==> config.mk <==
export PLATFORM = sky130hd
export DESIGN_NAME = ps_64bit
export DESIGN_NICKNAME = d
export VERILOG_FILES = /design/src/rtl/ps64_pkg.sv /design/src/rtl/clmul_digit_step.sv /design/src/rtl/ps_64bit.sv
export SDC_FILE = /design/constraint.sdc
export NUM_CORES = 2
export LEC_CHECK = 0
export BUFFER_PORTS_ARGS = -buffer_cell sky130_fd_sc_hd__buf_2
export CORE_AREA = 2 2 225 227
export DETAILED_ROUTE_END_ITERATION = 7
export DIE_AREA = 0 0 227 229
export GPL_TIMING_DRIVEN = 0
export PLACE_DENSITY_LB_ADDON = 0.25
export SLEW_MARGIN = 10
export SYNTH_ARGS = -nofsm -noshare
export SYNTH_HDL_FRONTEND = slang
export SYNTH_SLANG_ARGS = --single-unit
==> constraint.sdc <==
create_clock -name clk -period 16.1 [get_ports clk]
set_input_delay 0.805 -clock clk [delete_from_list [all_inputs] [get_ports clk]]
set_output_delay 0.805 -clock clk [all_outputs]
set_load 0.005 [all_outputs]
==> src/rtl/ps64_pkg.sv <==
// Shared widths, state encoding and a carry-less reference multiply
// for the ps_64bit Karatsuba partial-product generator.
package ps64_pkg;

  localparam int HALF_W = 32;
  localparam int PROD_W = 2 * HALF_W - 1;

  typedef enum logic [1:0] {
    ST_IDLE = 2'd0,
    ST_BUSY = 2'd1,
    ST_DONE = 2'd2
  } state_t;

  function automatic logic [PROD_W-1:0] clmul_ref(
    input logic [HALF_W-1:0] x,
    input logic [HALF_W-1:0] y
  );
    logic [PROD_W-1:0] r;
    r = '0;
    for (int i = 0; i < HALF_W; i++)
      if (y[i]) r = r ^ (PROD_W'(x) << i);
    return r;
  endfunction

endpackage

==> src/rtl/clmul_digit_step.sv <==
// One shift-and-XOR step: folds DIGIT multiplier bits into a
// carry-less accumulator; shifted-out bits are always zero.
module clmul_digit_step
  import ps64_pkg::*;
#(
  parameter int DIGIT = 4
) (
  input  logic [PROD_W-1:0] mcand,
  input  logic [DIGIT-1:0]  digit,
  input  logic [PROD_W-1:0] acc,
  output logic [PROD_W-1:0] acc_next
);

  always_comb begin
    acc_next = acc;
    for (int j = 0; j < DIGIT; j++)
      if (digit[j]) acc_next = acc_next ^ (mcand << j);
  end

endmodule

==> src/rtl/ps_64bit.sv <==
// Sequential Karatsuba half products z0/z1/z2 over GF(2), DIGIT bits/cycle.
// Optional PS64_EARLY_DONE_EN: finish once all multipliers drain to zero.
module ps_64bit
  import ps64_pkg::*;
#(
  parameter int DIGIT = 4
) (
  input  logic              clk,
  input  logic              rst,
  input  logic              in_valid,
  output logic              in_ready,
  input  logic [2*HALF_W-1:0] a,
  input  logic [2*HALF_W-1:0] b,
  output logic              out_valid,
  input  logic              out_ready,
  output logic [PROD_W-1:0] z0,
  output logic [PROD_W-1:0] z1,
  output logic [PROD_W-1:0] z2,
  output logic              busy
);

  localparam int N   = HALF_W / DIGIT;
  localparam int CW  = $clog2(N + 1);
  localparam int EXT = PROD_W - HALF_W;

  state_t state;
  logic [CW-1:0] count;
  logic [PROD_W-1:0] mcand [3];
  logic [HALF_W-1:0] mult [3];
  logic [PROD_W-1:0] acc [3];
  logic [PROD_W-1:0] acc_next [3];
  logic [HALF_W-1:0] a_lo, a_hi;
  logic [HALF_W-1:0] b_lo, b_hi;
  logic last;

  assign a_lo = a[HALF_W-1:0];
  assign a_hi = a[2*HALF_W-1:HALF_W];
  assign b_lo = b[HALF_W-1:0];
  assign b_hi = b[2*HALF_W-1:HALF_W];

  // lane 0: lo*lo, lane 1: hi*hi, lane 2: mid*mid
  for (genvar i = 0; i < 3; i++) begin : g_lane
    clmul_digit_step #(
      .DIGIT(DIGIT)
    ) u_step (
      .mcand   (mcand[i]),
      .digit   (mult[i][DIGIT-1:0]),
      .acc     (acc[i]),
      .acc_next(acc_next[i])
    );
  end

`ifdef PS64_EARLY_DONE_EN
  logic drained;
  assign drained = ((mult[0] >> DIGIT) |
                    (mult[1] >> DIGIT) |
                    (mult[2] >> DIGIT)) == '0;
  assign last = (count == CW'(N - 1)) || drained;
`else
  assign last = (count == CW'(N - 1));
`endif

  always_ff @(posedge clk or posedge rst) begin
    if (rst) begin
      state <= ST_IDLE;
      count <= '0;
      for (int i = 0; i < 3; i++) begin
        mcand[i] <= '0;
        mult[i]  <= '0;
        acc[i]   <= '0;
      end
    end else begin
      unique case (state)
        ST_IDLE: begin
          if (in_valid) begin
            mcand[0] <= {{EXT{1'b0}}, a_lo};
            mcand[1] <= {{EXT{1'b0}}, a_hi};
            mcand[2] <= {{EXT{1'b0}}, a_lo ^ a_hi};
            mult[0]  <= b_lo;
            mult[1]  <= b_hi;
            mult[2]  <= b_lo ^ b_hi;
            for (int i = 0; i < 3; i++) acc[i] <= '0;
            count <= '0;
            state <= ST_BUSY;
          end
        end
        ST_BUSY: begin
          for (int i = 0; i < 3; i++) begin
            acc[i]   <= acc_next[i];
            mcand[i] <= mcand[i] << DIGIT;
            mult[i]  <= mult[i] >> DIGIT;
          end
          count <= count + CW'(1);
          if (last) state <= ST_DONE;
        end
        ST_DONE: begin
          if (out_ready) state <= ST_IDLE;
        end
        default: state <= ST_IDLE;
      endcase
    end
  end

  assign in_ready  = (state == ST_IDLE);
  assign out_valid = (state == ST_DONE);
  assign busy      = (state == ST_BUSY);
  assign z0 = acc[0];
  assign z2 = acc[1];
  assign z1 = acc[2];

endmodule

[Word level (Yosys, flattened, before mapping)]
Index checks and enable logic that the tools add are counted.
Cells by class
  add/subtract/negate cells: 1
  equal/unequal tests: 6
  mux-type cells: 24
  bitwise logic cells: 14
  reductions and logical operators: 4
Operators with widths (number)
  63-bit 2-to-1 mux: 12
  189-bit case mux with 2 select lines: 2
  63-bit bitwise XOR: 12
  189-bit 2-to-1 mux: 2
  96-bit case mux with 2 select lines: 1
  96-bit 2-to-1 mux: 1
  32-bit bitwise XOR: 2
  4-bit case mux with 2 select lines: 1
  2-bit 2-to-1 mux: 3
  2-bit case mux with 3 select lines: 1
  4-bit by 1-bit adder with 4-bit output (second input constant): 1
  4-bit by 3-bit == test with 1-bit output (second input constant): 1
  4-bit 2-to-1 mux: 1
  2-bit by 1-bit != test with 1-bit output (second input constant): 2
  3-bit AND reduction: 1
  2-bit by 1-bit == test with 1-bit output (second input constant): 1
  2-bit == test (second input constant): 1
  2-bit logical NOT: 1
  2-bit != test (second input constant): 1
  2-bit AND reduction: 1
  2-bit nonzero test: 1
Storage, ports and cells
  register bits after elaboration: 480
  bits of input ports: 132
  logic and storage cells: 60

[Logic depth before layout (Yosys ltp)]
  depth after elaboration: 9
  depth in mapped cells: 11
  mapped depth without buffers: 6

[Hierarchy]
Synthesis repeated with hierarchy kept, for this count alone.
Unflattened totals
  cells, all modules: 3012
  area total of the unflattened synthesis: 29853.6 um2
Modules (own cells, without submodules)
  ps_64bit: times used 1, cells an instance 1632, area an instance 19065.8 um2, seq. area each 12011.5 um2
  clmul_digit_step: times used 3, cells an instance 460, area an instance 3595.9 um2, seq. area each 0.0 um2

[Least setup slack after synthesis]
No wires, ideal clock.
  kind: register to output
  start point: register state[1]
  end point: output port busy
  arrival time: 1.308 ns
  setup slack: 13.987 ns
  stages on the path, launching flop included: 8
  buffers on the path: 5
  path through: dfrtp_1 > buf_4 > nand2b_1 > buf_6 > inv_2 > buf_4 > buf_2 > buf_2
Between the ends
  longest elaborated chain between the ends: 1
Ends and longest elaborated chain
  start, declared: RTL line ps_64bit.sv:26  | state_t state;
  start signal, assigned: RTL line ps_64bit.sv:65  | state <= ST_IDLE;
  start signal, assigned: RTL line ps_64bit.sv:84  | state <= ST_BUSY;
  start signal, assigned: RTL line ps_64bit.sv:94  | if (last) state <= ST_DONE;
  2-bit by 1-bit == test with 1-bit output: RTL line ps_64bit.sv:106  | assign busy = (state == ST_BUSY);
  end, declared: RTL line ps_64bit.sv:19  | output logic busy
No other way between the ends.

[Worst setup path in the final report]
Same ends and word-level chain as after synthesis.

==> run_results.csv <==
group,metric,value,unit
status,status,"finished, final reports clean",
worst_setup_path,crit_path_cell_trace,"buf_4 > nand2b_1 > buf_6 > inv_2 > buf_4 > buf_2 > buf_2 > buf_2",
cts,cts_max_level,2,
yosys,yosysTopAreaCell,"dfrtp_1",
power,leakage,13.6,nW
sta,finalClockSkew,22.0,ps
floorplanning,start_util,0.591,
worst_setup_path,r2r-end,"mult[3]",
worst_setup_path,start_kind,"flop",
yosys,synth_cells,3378,
power,power_density,217,nW/um^2
finish,fin_nets,3893,
yosys,synth-seq-cells,480,
sta,timing.slew.headroom,0.408,
worst_setup_path,rr_worst_depth,10,
yosys,syn_nets,3511,
yosys,ys_top_cells_by_area,"dfrtp_1, xnor2_1, nand2_1",
cts,clkTransAtPathRegs,60,ps
global_routing,grt_pass1_vias,24800,
floorplanning,die_h,229,um
cts,clockBufferDepth,3,
finish,syn2layout_area_growth,15.3,%
routing,vias,26400,
sta,slew_viol_final,0,
power,swShare,0.446,
power,combinationalPowerShare,0.494,
yosys,yosys_warnings,0,
floorplanning,ioPinCount,324,
cts,cts_tree,"built",
global_routing,grt_pass1_wl,140000,um
worst_setup_path,endpoint,"busy",
routing,drtAntennaViolNets,0,
yosys,synth_cell_types,35,
worst_setup_path,crit_cells,8,
cts,cts_buffers,53,
routing,drt-pass1-iter-count,6,
routing,vias_per_cell,5.88,
routing,wl_per_cell,20.2,um
sta,hold_violations,0,
worst_setup_path,critPathSlowestCell,"buf_2",
sta,grt_setup_unrepaired,"no",
placed_design,place_worst_setup_slack,13060,ps
cts,clk_latency,630,ps
sta,whs,221,ps
yosys,yosysSeqAreaShare,0.409,
power,power_frac_seq,0.328,
routing,drcViolationCount,0,
power,p_int,4.06,mW
cts,root_buffer,"clkbuf_16",
worst_setup_path,cp.arrival,2930,ps
routing,routed_wl,90900,um
floorplanning,dieArea,52000,um^2
cts,cts_resized,0,
worst_hold_path,worst_hold_path_type,"in -> async",
placed_design,dpl.hpwl,65600,um
worst_setup_path,cpMostUsedCell,"buf_2",
global_routing,grt_antenna_before_repair,15,
cts,cts_setup_buffers,0,
yosys,syn_area_per_cell,8.68,um^2
job,cap_viol_max_count,0,
global_routing,grt_usage,0.346,
sta,worst_slew_pin_slew,888,ps
worst_setup_path,worst-path-buf-inv,7,
power,net-switching-power,3.26,mW
placed_design,io_buffers,323,
placed_design,gp_congestion,0.928,
yosys,synth_top_area_share,0.409,
worst_setup_path,required,15290,ps
power,vdd_ir_drop_max,0.101,mV
sta,fmax,267,MHz
finish,drive_gt1_frac,0.140,
cts,postCtsHoldBufs,0,
floorplanning,design.core.area,49700,um^2
floorplanning,die_width,227,um
worst_setup_path,critPathLaunch,"state[1]",
power,clockPowerShare,0.179,
sta,fin_ws,12360,ps
sta,fin_crit,3740,ps
cts,cts.sinks,480,
worst_setup_path,critPathMaxStageDelay,470,ps
worst_setup_path,worstPathMaxFanout,10,
worst_setup_path,critPathKind,"reg -> out",
worst_setup_path,r2r-start,"state[1]",
global_routing,grt_max_degree,115,
worst_setup_path,regToRegSetupSlack,13470,ps
yosys,syn-cell-area,29300,um^2
global_routing,grt.overflow.total,0,
floorplanning,row_count,82,
routing,dr.first_iter.drc_count,2571,
sta,min_period_over_period,0.232,
worst_setup_path,critPathTopFamily,"buffers and inverters",
worst_setup_path,crit_path_end_kind,"output pin",
sta,setup_violations,0,
[power by group through the flow]
stage / clock, mW / combinational (mW) / sequential [mW]
finish: 1.31 / 3.62 / 2.40
global route: 1.36 / 3.97 / 2.47
CTS: 1.31 / 3.59 / 2.38
detailed placement: 0 / 3.56 / 2.39
global placement: 0 / 3.47 / 2.38
floorplan: 0 / 2.55 / 2.23
[layout make-up]
class | count | area [um^2]
multi-input cells | 2635 | 16100
clock inverters | 21 | 289
diodes | 15 | 37.5
flip-flops and latches | 480 | 12000
fillers | 4136 | 15800
clock buffers | 78 | 1580
well taps | 672 | 841
inverters | 10 | 45.0
repair buffers | 327 | 1730
plain buffers | 253 | 1150
[cells by family (layout without fill, tap and decap cells)]
kind of cell,Yosys count,in the layout,share of synthesized area
simple gates,1187,1187,0.180
compound gates,818,818,0.181
xor+xnor,607,607,0.181
flops,480,480,0.409
buf+inv,263,689,0.0404
mux,22,22,0.00751
fa+ha+maj,1,1,0.000426
other cells,0,15,0
[cells in the mapped netlist]
master,count
dfrtp_1,480
mux2i_1,22
buf_2,72
o2bb2ai_1,1
o21ai_0,139
clkbuf_1,150
a22oi_1,62
and2b_1,1
or2_1,1
buf_1,14
xnor2_1,393
buf_4,5
inv_1,9
inv_2,1
a21oi_1,267
nor3_1,7
and3b_1,56
nand3b_1,1
nor2_1,11
and2_1,1
nor2_2,1
nor2b_1,198
nand2_1,901
o211ai_2,24
nand4_1,1
o21ai_1,36
xor2_1,214
a22o_1,110
a32oi_1,7
nand2b_1,1
o211ai_1,159
buf_6,12
ha_1,1
o22a_1,13
nand3_1,7
[flip-flops by register name (all words and copies together) (netlist names)]
| name | flops |
|---|---|
| mcand | 189 |
| state | 2 |
| count | 4 |
| mult | 96 |
| z2 | 63 |
| z1 | 63 |
| z0 | 63 |
[routing by layer]
layer,share of wire,wire length [um],track usage
met5,0.00066,60,0
met4,0.056,5060,0.181
met3,0.090,8140,0.0700
met2,0.44,40300,0.516
met1,0.41,37400,0.475
[worst min-delay path by stage]
stage                     to  slack [ps]  cells past startpoint
global placement    mult[51]         460                      2
finish              mult[70]         220                      2
detailed placement  mult[78]         470                      2
CTS                 mult[68]         230                      2
global route        mult[70]         270                      2
floorplan           count[3]         450                      1
[placed cells by master, fill, tap and decap left out, drive strengths merged, types with 6 or more instances in the layout]
cell type	instances
nor3	7
nand2	901
nor2	12
inv	11
and3b	56
bufinv	6
nand3	7
o21ai	175
clkinv	14
nor2b	198
xnor2	393
mux2i	22
xor2	214
clkbuf	228
buf	430
o211ai	183
a21oi	267
diode	15
o22a	13
a32oi	7
dfrtp	480
a22o	110
a22oi	62
[stage by stage]
step	utilization	TNS (ps)	cells	instance area [um^2]	power (mW)
floorplan	-	0	3378	29300	4.78
global placement	0.640	-1676090	4373	31800	5.85
detailed placement	0.643	0	4377	31900	5.95
CTS	0.680	0	4476	33800	7.28
global route	0.681	0	4482	33800	7.81
finish	0.681	0	4491	33800	7.32
[worst reg2reg max path, stage by stage (launching register included)]
cell and delay [ps]:
dfrtp_1 360, buf_4 190, nand2b_1 160, buf_6 160
inv_2 120, buf_4 250, buf_2 410, buf_2 340
nor2_1 80, a21oi_1 270, o21ai_0 120
Power figures use the tool's default switching activity.
